**config.mk**
```make
export PLATFORM = sky130hd
export DESIGN_NAME = frame_buffer_arbiter
export DESIGN_NICKNAME = d
export VERILOG_FILES = /design/src/rtl/fbarb_pkg.sv /design/src/rtl/fbarb_starve_timer.sv /design/src/rtl/frame_buffer_arbiter.sv
export SDC_FILE = /design/constraint.sdc
export NUM_CORES = 1
export LEC_CHECK = 0
export ABC_AREA = 1
export BUFFER_PORTS_ARGS = -buffer_cell sky130_fd_sc_hd__buf_2
export CAP_MARGIN = 20
export CORE_ASPECT_RATIO = 2
export CORE_MARGIN = 10
export CORE_UTILIZATION = 34
export CTS_CLUSTER_SIZE = 14
export DETAILED_ROUTE_END_ITERATION = 8
export GPL_ROUTABILITY_DRIVEN = 0
export PLACE_DENSITY = 0.85
export SLEW_MARGIN = 10
export SYNTH_ARGS = -nofsm -noshare
export SYNTH_HDL_FRONTEND = slang
export SYNTH_HIERARCHICAL = 1
export SYNTH_SLANG_ARGS = --single-unit
```
**constraint.sdc**
```tcl
create_clock -name clk -period 1.6 [get_ports clk]
set_input_delay 0.24 -clock clk [delete_from_list [all_inputs] [get_ports clk]]
set_output_delay 0.24 -clock clk [all_outputs]
set_load 0.1 [all_outputs]
```
**src/rtl/fbarb_pkg.sv**
```systemverilog
// Shared types and helpers for the frame-buffer arbiter.
//   fbarb_state_e    : arbiter FSM states (idle, write burst, read command)
//   fbarb_grant_e    : which master owned the most recent grant
//   fbarb_norm_burst : burstcount normalisation, 0 is treated as a single beat
package fbarb_pkg;

  localparam int unsigned MaxBurstW = 16;

  typedef enum logic [1:0] {
    StIdle    = 2'd0,
    StWrBurst = 2'd1,
    StRdCmd   = 2'd2
  } fbarb_state_e;

  typedef enum logic {
    GntWriter = 1'b0,
    GntReader = 1'b1
  } fbarb_grant_e;

  function automatic logic [MaxBurstW-1:0] fbarb_norm_burst(input logic [MaxBurstW-1:0] bc);
    return (bc == '0) ? MaxBurstW'(1) : bc;
  endfunction

endpackage

```
**src/rtl/fbarb_starve_timer.sv**
```systemverilog
// Writer starvation timer: saturating count of cycles the writer has waited.
//   clk_i  : clock
//   rst_ni : asynchronous active-low reset
//   inc_i  : writer is requesting but does not hold the grant this cycle
//   clr_i  : writer is being granted this cycle (wins over inc_i)
//   hit_o  : count has reached Limit; writer must win the next arbitration
module fbarb_starve_timer #(
  parameter int unsigned Limit = 64
) (
  input  logic clk_i,
  input  logic rst_ni,
  input  logic inc_i,
  input  logic clr_i,
  output logic hit_o
);

  localparam int unsigned CntW = $clog2(Limit + 1);

  logic [CntW-1:0] cnt_q, cnt_d;

  assign hit_o = (cnt_q == CntW'(Limit));

  always_comb begin
    cnt_d = cnt_q;
    if (clr_i) begin
      cnt_d = '0;
    end else if (inc_i && !hit_o) begin
      cnt_d = cnt_q + CntW'(1);
    end
  end

  always_ff @(posedge clk_i or negedge rst_ni) begin
    if (!rst_ni) begin
      cnt_q <= '0;
    end else begin
      cnt_q <= cnt_d;
    end
  end

endmodule

```
**src/rtl/frame_buffer_arbiter.sv**
```systemverilog
// Two-master Avalon-MM arbiter in front of the SDRAM controller.
// Camera frame writer (write bursts) and video-out reader (read bursts) share one slave.
// Grants are burst-atomic; the reader wins while rd_urgent is high, otherwise round-robin.
//
// Optional build macro FBARB_STARVE_GUARD_EN: a writer starvation timer forces a
// write grant once the writer has waited STARVE_LIMIT cycles, overriding rd_urgent.
//
// Ports:
//   clk, reset_n                  : clock, asynchronous active-low reset
//   wr_*                          : writer slave port (address, write, writedata,
//                                   burstcount in; waitrequest out)
//   rd_*                          : reader slave port (address, read, burstcount,
//                                   urgent in; waitrequest, readdata, readdatavalid out)
//   m_*                           : master port to the SDRAM controller
module frame_buffer_arbiter
  import fbarb_pkg::*;
#(
  parameter int unsigned ADDR_W       = 24,
  parameter int unsigned DATA_W       = 16,
  parameter int unsigned BURST_W      = 4,
  parameter int unsigned STARVE_LIMIT = 64
) (
  input  logic               clk,
  input  logic               reset_n,
  // writer
  input  logic [ADDR_W-1:0]  wr_address,
  input  logic               wr_write,
  input  logic [DATA_W-1:0]  wr_writedata,
  input  logic [BURST_W-1:0] wr_burstcount,
  output logic               wr_waitrequest,
  // reader
  input  logic [ADDR_W-1:0]  rd_address,
  input  logic               rd_read,
  input  logic [BURST_W-1:0] rd_burstcount,
  output logic               rd_waitrequest,
  output logic [DATA_W-1:0]  rd_readdata,
  output logic               rd_readdatavalid,
  input  logic               rd_urgent,
  // SDRAM controller
  output logic [ADDR_W-1:0]  m_address,
  output logic               m_read,
  output logic               m_write,
  output logic [DATA_W-1:0]  m_writedata,
  output logic [BURST_W-1:0] m_burstcount,
  input  logic               m_waitrequest,
  input  logic [DATA_W-1:0]  m_readdata,
  input  logic               m_readdatavalid
);

  fbarb_state_e       state_q, state_d;
  fbarb_grant_e       last_q, last_d;
  logic [BURST_W-1:0] beats_left_q, beats_left_d;
  logic [BURST_W-1:0] burst_q, burst_d;

  logic grant_wr, grant_rd;
  logic starve_hit;

  // Read data returns independently of the command FSM, so writes may overlap it.
  assign rd_readdata      = m_readdata;
  assign rd_readdatavalid = m_readdatavalid;

`ifdef FBARB_STARVE_GUARD_EN
  fbarb_starve_timer #(
    .Limit (STARVE_LIMIT)
  ) u_starve_timer (
    .clk_i  (clk),
    .rst_ni (reset_n),
    .inc_i  (wr_write && (state_q != StWrBurst)),
    .clr_i  (grant_wr),
    .hit_o  (starve_hit)
  );
`else
  logic [31:0] unused_starve_limit;
  assign unused_starve_limit = 32'(STARVE_LIMIT);
  assign starve_hit          = 1'b0;
`endif

  // Arbitration, evaluated only in idle.
  always_comb begin
    grant_wr = 1'b0;
    grant_rd = 1'b0;
    if (state_q == StIdle) begin
      if (wr_write && (starve_hit || !rd_read)) begin
        grant_wr = 1'b1;
      end else if (rd_read && (!wr_write || rd_urgent)) begin
        grant_rd = 1'b1;
      end else if (wr_write && rd_read) begin
        // Tie: hand the slave to whoever did not have it last.
        if (last_q == GntWriter) begin
          grant_rd = 1'b1;
        end else begin
          grant_wr = 1'b1;
        end
      end
    end
  end

  // Next-state logic.
  always_comb begin
    state_d      = state_q;
    last_d       = last_q;
    beats_left_d = beats_left_q;
    burst_d      = burst_q;
    unique case (state_q)
      StIdle: begin
        if (grant_wr) begin
          last_d       = GntWriter;
          burst_d      = BURST_W'(fbarb_norm_burst(MaxBurstW'(wr_burstcount)));
          beats_left_d = BURST_W'(fbarb_norm_burst(MaxBurstW'(wr_burstcount)));
          state_d      = StWrBurst;
        end else if (grant_rd) begin
          last_d  = GntReader;
          state_d = StRdCmd;
        end
      end
      StWrBurst: begin
        // A writer gap just stalls; the grant is held until the last beat.
        if (wr_write && !m_waitrequest) begin
          beats_left_d = beats_left_q - BURST_W'(1);
          if (beats_left_q == BURST_W'(1)) begin
            state_d = StIdle;
          end
        end
      end
      StRdCmd: begin
        // Either the command was accepted or the reader withdrew it.
        if (!rd_read || !m_waitrequest) begin
          state_d = StIdle;
        end
      end
      default: state_d = StIdle;
    endcase
  end

  always_ff @(posedge clk or negedge reset_n) begin
    if (!reset_n) begin
      state_q      <= StIdle;
      last_q       <= GntWriter;
      beats_left_q <= '0;
      burst_q      <= '0;
    end else begin
      state_q      <= state_d;
      last_q       <= last_d;
      beats_left_q <= beats_left_d;
      burst_q      <= burst_d;
    end
  end

  // Command mux. Driven purely from the registered state so a reset drops the
  // command at once; waitrequest passes straight through to the owner.
  always_comb begin
    m_address      = '0;
    m_read         = 1'b0;
    m_write        = 1'b0;
    m_writedata    = '0;
    m_burstcount   = '0;
    wr_waitrequest = 1'b1;
    rd_waitrequest = 1'b1;
    unique case (state_q)
      StWrBurst: begin
        m_address      = wr_address;
        m_write        = wr_write;
        m_writedata    = wr_writedata;
        m_burstcount   = burst_q;
        wr_waitrequest = m_waitrequest;
      end
      StRdCmd: begin
        m_address      = rd_address;
        m_read         = rd_read;
        m_burstcount   = rd_burstcount;
        rd_waitrequest = m_waitrequest;
      end
      default: ;
    endcase
  end

endmodule
```
Yosys cells after proc, flatten, opt, wreduce, memory -nomap -nowiden
Cells that the tools add are included.
- bits in registers: 11
- logic and storage cells: 59
- bits of input ports: 95
- eq/ne operators: 8
- $add $sub $neg: 1
- reductions and logical operators: 17
- multiplexer cells: 29
- operator list (cell ; count):
    case mux 24 bit (2 select lines) ; 1
    2-to-1 mux 1 bit ; 16
    2-to-1 mux 16 bit ; 1
    case mux 4 bit (2 select lines) ; 2
    2-to-1 mux 4 bit ; 3
    2-to-1 mux 2 bit ; 5
    inequality test 2 bit, second input constant ; 4
    case mux 2 bit (3 select lines) ; 1
    == test 4 x 1 -> 1 bit, second input constant ; 1
    logical AND 1 bit ; 4
    logical NOT 4 bit ; 1
    AND reduction 2 bit ; 2
    AND reduction 4 bit ; 1
    nonzero test 2 bit ; 2
    subtractor 4 x 1 -> 4 bit, second input constant ; 1
    logical NOT 1 bit ; 3
    inequality test 3 bit, second input constant ; 1
    AND reduction 3 bit ; 1
    == test 2 x 1 -> 1 bit, second input constant ; 1
    == test 2 bit, second input constant ; 1
    logical NOT 2 bit ; 1
    logical OR 1 bit ; 2

Longest topological paths before layout
- depth in word-level cells: 9
- depth in mapped cells: 10
- mapped depth without buffers: 9

Worst setup path after synthesis
OpenSTA, ideal clock, no wires.
- path kind: register to output
- start: register state_q[0]
- end: output port m_burstcount[0]
- arrival: 2431 ps
- stages on the path, launching flop included: 6
- slack: -1071 ps
- cell sequence: dfrtp_1 -> inv_1 -> ha_1 -> clkbuf_1 -> nand2_1 -> a21oi_1
- longest elaborated chain between the ends: 2
- elaborated cells between the ends (all ways): 3
- those cells by class: eq/ne: 2; mux: 1
- ends and longest elaborated chain (what ; RTL line ; RTL):
    start, declared ; frame_buffer_arbiter.sv:50 ; fbarb_state_e state_q, state_d;
    start signal, assigned ; frame_buffer_arbiter.sv:137 ; state_q <= StIdle;
    start signal, assigned ; frame_buffer_arbiter.sv:142 ; state_q <= state_d;
    == test 2 bit / == test 2 x 1 -> 1 bit (equally long branches) ; frame_buffer_arbiter.sv:159 ; unique case (state_q)
    case mux 4 bit (2 select lines) * ; frame_buffer_arbiter.sv:159 ;
    end, declared ; frame_buffer_arbiter.sv:44 ; output logic [BURST_W-1:0] m_burstcount,
Mark *: on every way between the ends. The rest lies on a longest branch, timed or not.

Worst setup path after layout
- start: register state_q[1]
- end: output port m_address[6]
- longest elaborated chain between the ends: 2
- elaborated cells between the ends (all ways): 3
- those cells by class: eq/ne: 2; mux: 1
- ends and longest elaborated chain (what ; RTL line ; RTL):
    == test 2 bit / == test 2 x 1 -> 1 bit (equally long branches) ; frame_buffer_arbiter.sv:159 ;
    case mux 24 bit (2 select lines) * ; frame_buffer_arbiter.sv:159 ;
    end, declared ; frame_buffer_arbiter.sv:40 ; output logic [ADDR_W-1:0] m_address,
Marked as above.

==> impl_metrics.prom <==
# TYPE chip_impl_metric gauge
chip_impl_metric{name="detailed_place.area",unit="um^2"} 3240
chip_impl_metric{name="tritoncts_buffer_count",unit=""} 3
chip_impl_metric{name="placeableCoreArea",unit="um^2"} 3880
chip_impl_metric{name="drtAntennaViolNets",unit=""} 0
chip_impl_metric{name="setup.reg_to_reg.worst_slack",unit="ns"} -0.27
chip_impl_metric{name="multi_input_comb_area",unit="um^2"} 1380
chip_impl_metric{name="dieArea",unit="um^2"} 7090
chip_impl_metric{name="synth_warnings",unit=""} 6
chip_impl_metric{name="fmaxAchievable",unit="GHz"} 0.497
chip_impl_metric{name="area_taken_by_flip_flops_and_latches",unit="um^2"} 277
chip_impl_metric{name="pwr_density_cell",unit="nW/um^2"} 2600
chip_impl_info{name="violations_in_the_final_reports",value="setup timing"} 1
chip_impl_metric{name="clock_sinks",unit=""} 11
chip_impl_info{name="kind_of_critical_path",value="flop to primary output"} 1
chip_impl_metric{name="via_count",unit=""} 2423
chip_impl_metric{name="first_pass_iters",unit=""} 5
chip_impl_metric{name="grt_pass1_wl",unit="um"} 13500
chip_impl_metric{name="via_per_inst",unit=""} 5.74
chip_impl_metric{name="initial_utilization",unit="%"} 35.1
chip_impl_metric{name="grt-ovfl-total",unit=""} 0
chip_impl_metric{name="rows",unit=""} 32
chip_impl_metric{name="global_route.usage.total",unit="%"} 24.5
chip_impl_metric{name="timing.clock.skew",unit="ns"} 0.00439
chip_impl_metric{name="route.final.wire_length",unit="um"} 12000
chip_impl_metric{name="clock_insertion_delay_worst_skew",unit="ns"} 0.24
chip_impl_metric{name="port_buffers",unit=""} 125
chip_impl_info{name="critPathLaunchType",value="flop"} 1
chip_impl_info{name="destination_of_the_worst_register_to_register_timing_path",value="beats_left_q[1]"} 1
chip_impl_metric{name="synth_cell_type_count",unit=""} 16
chip_impl_metric{name="final_design_area_no_fill",unit="um^2"} 3680
chip_impl_info{name="grt_setup_unrepaired",value="yes"} 1
chip_impl_metric{name="timing.critical_path.fanout_max",unit=""} 8
chip_impl_metric{name="maxCapViolCount",unit=""} 0
chip_impl_metric{name="hold_path_depth",unit=""} 3
chip_impl_metric{name="synthesis.area_per_instance",unit="um^2"} 5.49
chip_impl_metric{name="num-fill-cells",unit=""} 108
chip_impl_metric{name="drc",unit=""} 0
chip_impl_metric{name="ys_ff_latch",unit=""} 11
chip_impl_info{name="timing.hold.worst.class",value="primary input to flop"} 1
chip_impl_metric{name="h-tree-depth",unit=""} 1
chip_impl_metric{name="die_height",unit="um"} 110
chip_impl_metric{name="routed_wire_length_per_instance",unit="um"} 28.3
chip_impl_metric{name="cts.clk_slew.worst_paths",unit="ns"} 0.06
chip_impl_metric{name="timing_max_transition_violations_final",unit=""} 0
chip_impl_info{name="post-synth-top-area-cell",value="sky130_fd_sc_hd__nand2_1"} 1
chip_impl_info{name="min_delay_worst_endpoint",value="burst_q[3]"} 1
chip_impl_metric{name="detailed_place_hpwl",unit="um"} 6910
chip_impl_info{name="r2r_start",value="state_q[1]"} 1
chip_impl_metric{name="worst-endpoint-arrival",unit="ns"} 1.77
chip_impl_metric{name="setup_viol",unit=""} 54
chip_impl_metric{name="netlist_instances",unit=""} 248
chip_impl_metric{name="drt_first_iter_violations",unit=""} 214
chip_impl_info{name="clock-root-buffer",value="sky130_fd_sc_hd__clkbuf_8"} 1
chip_impl_metric{name="max_transition_margin",unit="%"} 79.1
chip_impl_metric{name="area.growth.synth_to_final",unit="%"} 170
chip_impl_metric{name="synthesis.area",unit="um^2"} 1360
chip_impl_metric{name="cellLeakagePower",unit="nW"} 1.60
chip_impl_metric{name="postSynthNetCount",unit=""} 348
chip_impl_metric{name="drive_gt1_share",unit="%"} 71.1
chip_impl_metric{name="worstRegToRegCells",unit=""} 12
chip_impl_metric{name="synth_seq_area_share",unit="%"} 20.2
chip_impl_metric{name="first_global_vias",unit=""} 2399
chip_impl_metric{name="worstPathRequired",unit="ns"} 1.36
chip_impl_metric{name="final.hold.worst_slack",unit="ns"} 0.334
chip_impl_metric{name="clockBufferDepth",unit=""} 2
chip_impl_metric{name="worst_slew_pin_slew",unit="ns"} 0.313
chip_impl_info{name="min-delay-start",value="wr_burstcount[3]"} 1
chip_impl_metric{name="nets",unit=""} 471
chip_impl_info{name="critPathCaptureType",value="primary output"} 1
chip_impl_metric{name="grt_max_degree",unit=""} 18
chip_impl_info{name="status",value="finished with violations"} 1
chip_impl_metric{name="fin_crit_sh",unit="%"} 126
chip_impl_info{name="tritoncts",value="yes"} 1
chip_impl_metric{name="post_route_worst_setup_slack",unit="ns"} -0.412
chip_impl_metric{name="post-synth-top-area-fraction",unit="%"} 31.7
chip_impl_metric{name="timing_hold_violations_final",unit=""} 0
chip_impl_metric{name="initial_antenna_violation_count",unit=""} 0
chip_impl_metric{name="pin_count",unit=""} 160
chip_impl_metric{name="final.min_clock_period",unit="ns"} 2.01
chip_impl_info{name="main_area_contributors_after_synthesis",value="sky130_fd_sc_hd__nand2_1 (32%), sky130_fd_sc_hd__dfrtp_1 (20%), sky130_fd_sc_hd__a21oi_1 (11%)"} 1
chip_impl_metric{name="final_util",unit="%"} 94.8
chip_impl_metric{name="die_w",unit="um"} 64.8
chip_impl_metric{name="peakVddDrop",unit="uV"} 2130
[critical path, stage by stage, from the launching register on]
cell and delay (ns):
sky130_fd_sc_hd__dfrtp_1 0.41, sky130_fd_sc_hd__inv_2 0.12, sky130_fd_sc_hd__ha_4 0.26, sky130_fd_sc_hd__clkbuf_16 0.20, sky130_fd_sc_hd__nand2_1 0.12, sky130_fd_sc_hd__a21oi_4 0.22, sky130_fd_sc_hd__buf_12 0.20
[stage by stage]
step	setup slack, ns	std cells	setup TNS (ns)	power [mW]
after floorplan	-0.190	248	-5.68	5.61
after global placement	0.0291	406	0	7.66
after detailed placement	-0.0804	406	-0.631	7.87
after CTS	-0.246	415	-9.39	8.53
after global routing	-0.424	421	-15.98	9.74
final	-0.412	422	-15.06	9.56
[how the worst max path moves through the flow]
stage | startpoint | endpoint | slack, ns | depth (start not counted)
2_1_floorplan | state_q[1] | m_burstcount[0] | -0.19 | 6
3_3_place_gp | state_q[1] | m_address[23] | 0.03 | 6
3_5_place_dp | state_q[1] | m_address[11] | -0.08 | 6
4_1_cts | state_q[0] | m_address[21] | -0.25 | 6
5_1_grt | state_q[1] | m_address[6] | -0.42 | 6
6_report | state_q[1] | m_address[6] | -0.41 | 6
[where the power goes]
group	total, mW	internal, mW	leakage, nW	switching [mW]
Sequential	0.592	0.419	0.134	0.173
Combinational	8.67	3.07	1.44	5.60
Clock	0.301	0.172	0.0255	0.129
[layout make-up]
class | instances | share of cell area [%]
Tap cell | 51 | 1.73
Inverter | 35 | 5.67
Antenna cell | 1 | 0.0680
Timing Repair Buffer | 146 | 46.4
Clock inverter | 1 | 0.136
Clock buffer | 3 | 1.12
Multi-Input combinational cell | 174 | 37.4
Sequential cell | 11 | 7.51
[Yosys cell counts]
master                     instances
sky130_fd_sc_hd__a21oi_1          30
sky130_fd_sc_hd__a21oi_2           1
sky130_fd_sc_hd__buf_1             2
sky130_fd_sc_hd__buf_2             5
sky130_fd_sc_hd__buf_4            20
sky130_fd_sc_hd__clkbuf_1          1
sky130_fd_sc_hd__dfrtp_1          11
sky130_fd_sc_hd__ha_1              5
sky130_fd_sc_hd__inv_1            32
sky130_fd_sc_hd__inv_2             3
sky130_fd_sc_hd__nand2_1         115
sky130_fd_sc_hd__nand2_2           3
sky130_fd_sc_hd__nand3_1           4
sky130_fd_sc_hd__nor2_1            7
sky130_fd_sc_hd__nor2_4            1
sky130_fd_sc_hd__o21ai_0           8
[layout by cell type (no fill, tap or decap), types with 3 or more instances in the layout]
| cell | count |
|---|---|
| sky130_fd_sc_hd__buf_2 | 77 |
| sky130_fd_sc_hd__nand2_1 | 66 |
| sky130_fd_sc_hd__buf_12 | 58 |
| sky130_fd_sc_hd__nand2_2 | 35 |
| sky130_fd_sc_hd__a21oi_4 | 30 |
| sky130_fd_sc_hd__clkinvlp_4 | 18 |
| sky130_fd_sc_hd__nand2_4 | 17 |
| sky130_fd_sc_hd__inv_1 | 12 |
| sky130_fd_sc_hd__dfrtp_1 | 10 |
| sky130_fd_sc_hd__nor2_1 | 6 |
| sky130_fd_sc_hd__o21ai_0 | 5 |
| sky130_fd_sc_hd__buf_4 | 5 |
| sky130_fd_sc_hd__nand3_1 | 3 |
| sky130_fd_sc_hd__ha_4 | 3 |
| sky130_fd_sc_hd__clkbuf_8 | 3 |
| sky130_fd_sc_hd__clkbuf_16 | 3 |
[registers in the layout, indices dropped and copies added, names as in the netlist]
signal        flops
beats_left_q      4
burst_q           4
state_q           2
last_q            1
[what timing repair did]
item / 4_1_cts / 5_1_grt
hold buffers: 1 / 0
setup buffers: 3 / 3
hold endpoints to repair: 11 / 0
pin swaps: 9 / 13
cloned: 1 / 3
resized for setup: 28 / 37
endpoints found under the setup margin: 54 / 54
[logic make-up (layout without fill, tap and decap cells)]
group	Yosys count	count (layout)	share of synthesized area (%)
adders and majority gates	5	5	4.59
AOI/OAI and AO/OA	39	39	14.6
DFF	11	11	20.2
and+or+nand+nor	130	130	37.3
other	0	1	0
buffers and inverters	63	185	23.3
[per-layer routing]
metal / vias up / global-route usage, % / part of all wire (%)
met5: - / 0 / 0
met4: 0 / 13.2 / 11
met2: 215 / 49.7 / 53
met1: 1133 / 20.4 / 29
met3: 101 / 6.22 / 7.1
li1: 974 / - / -
(Power assumes the default switching activity.)
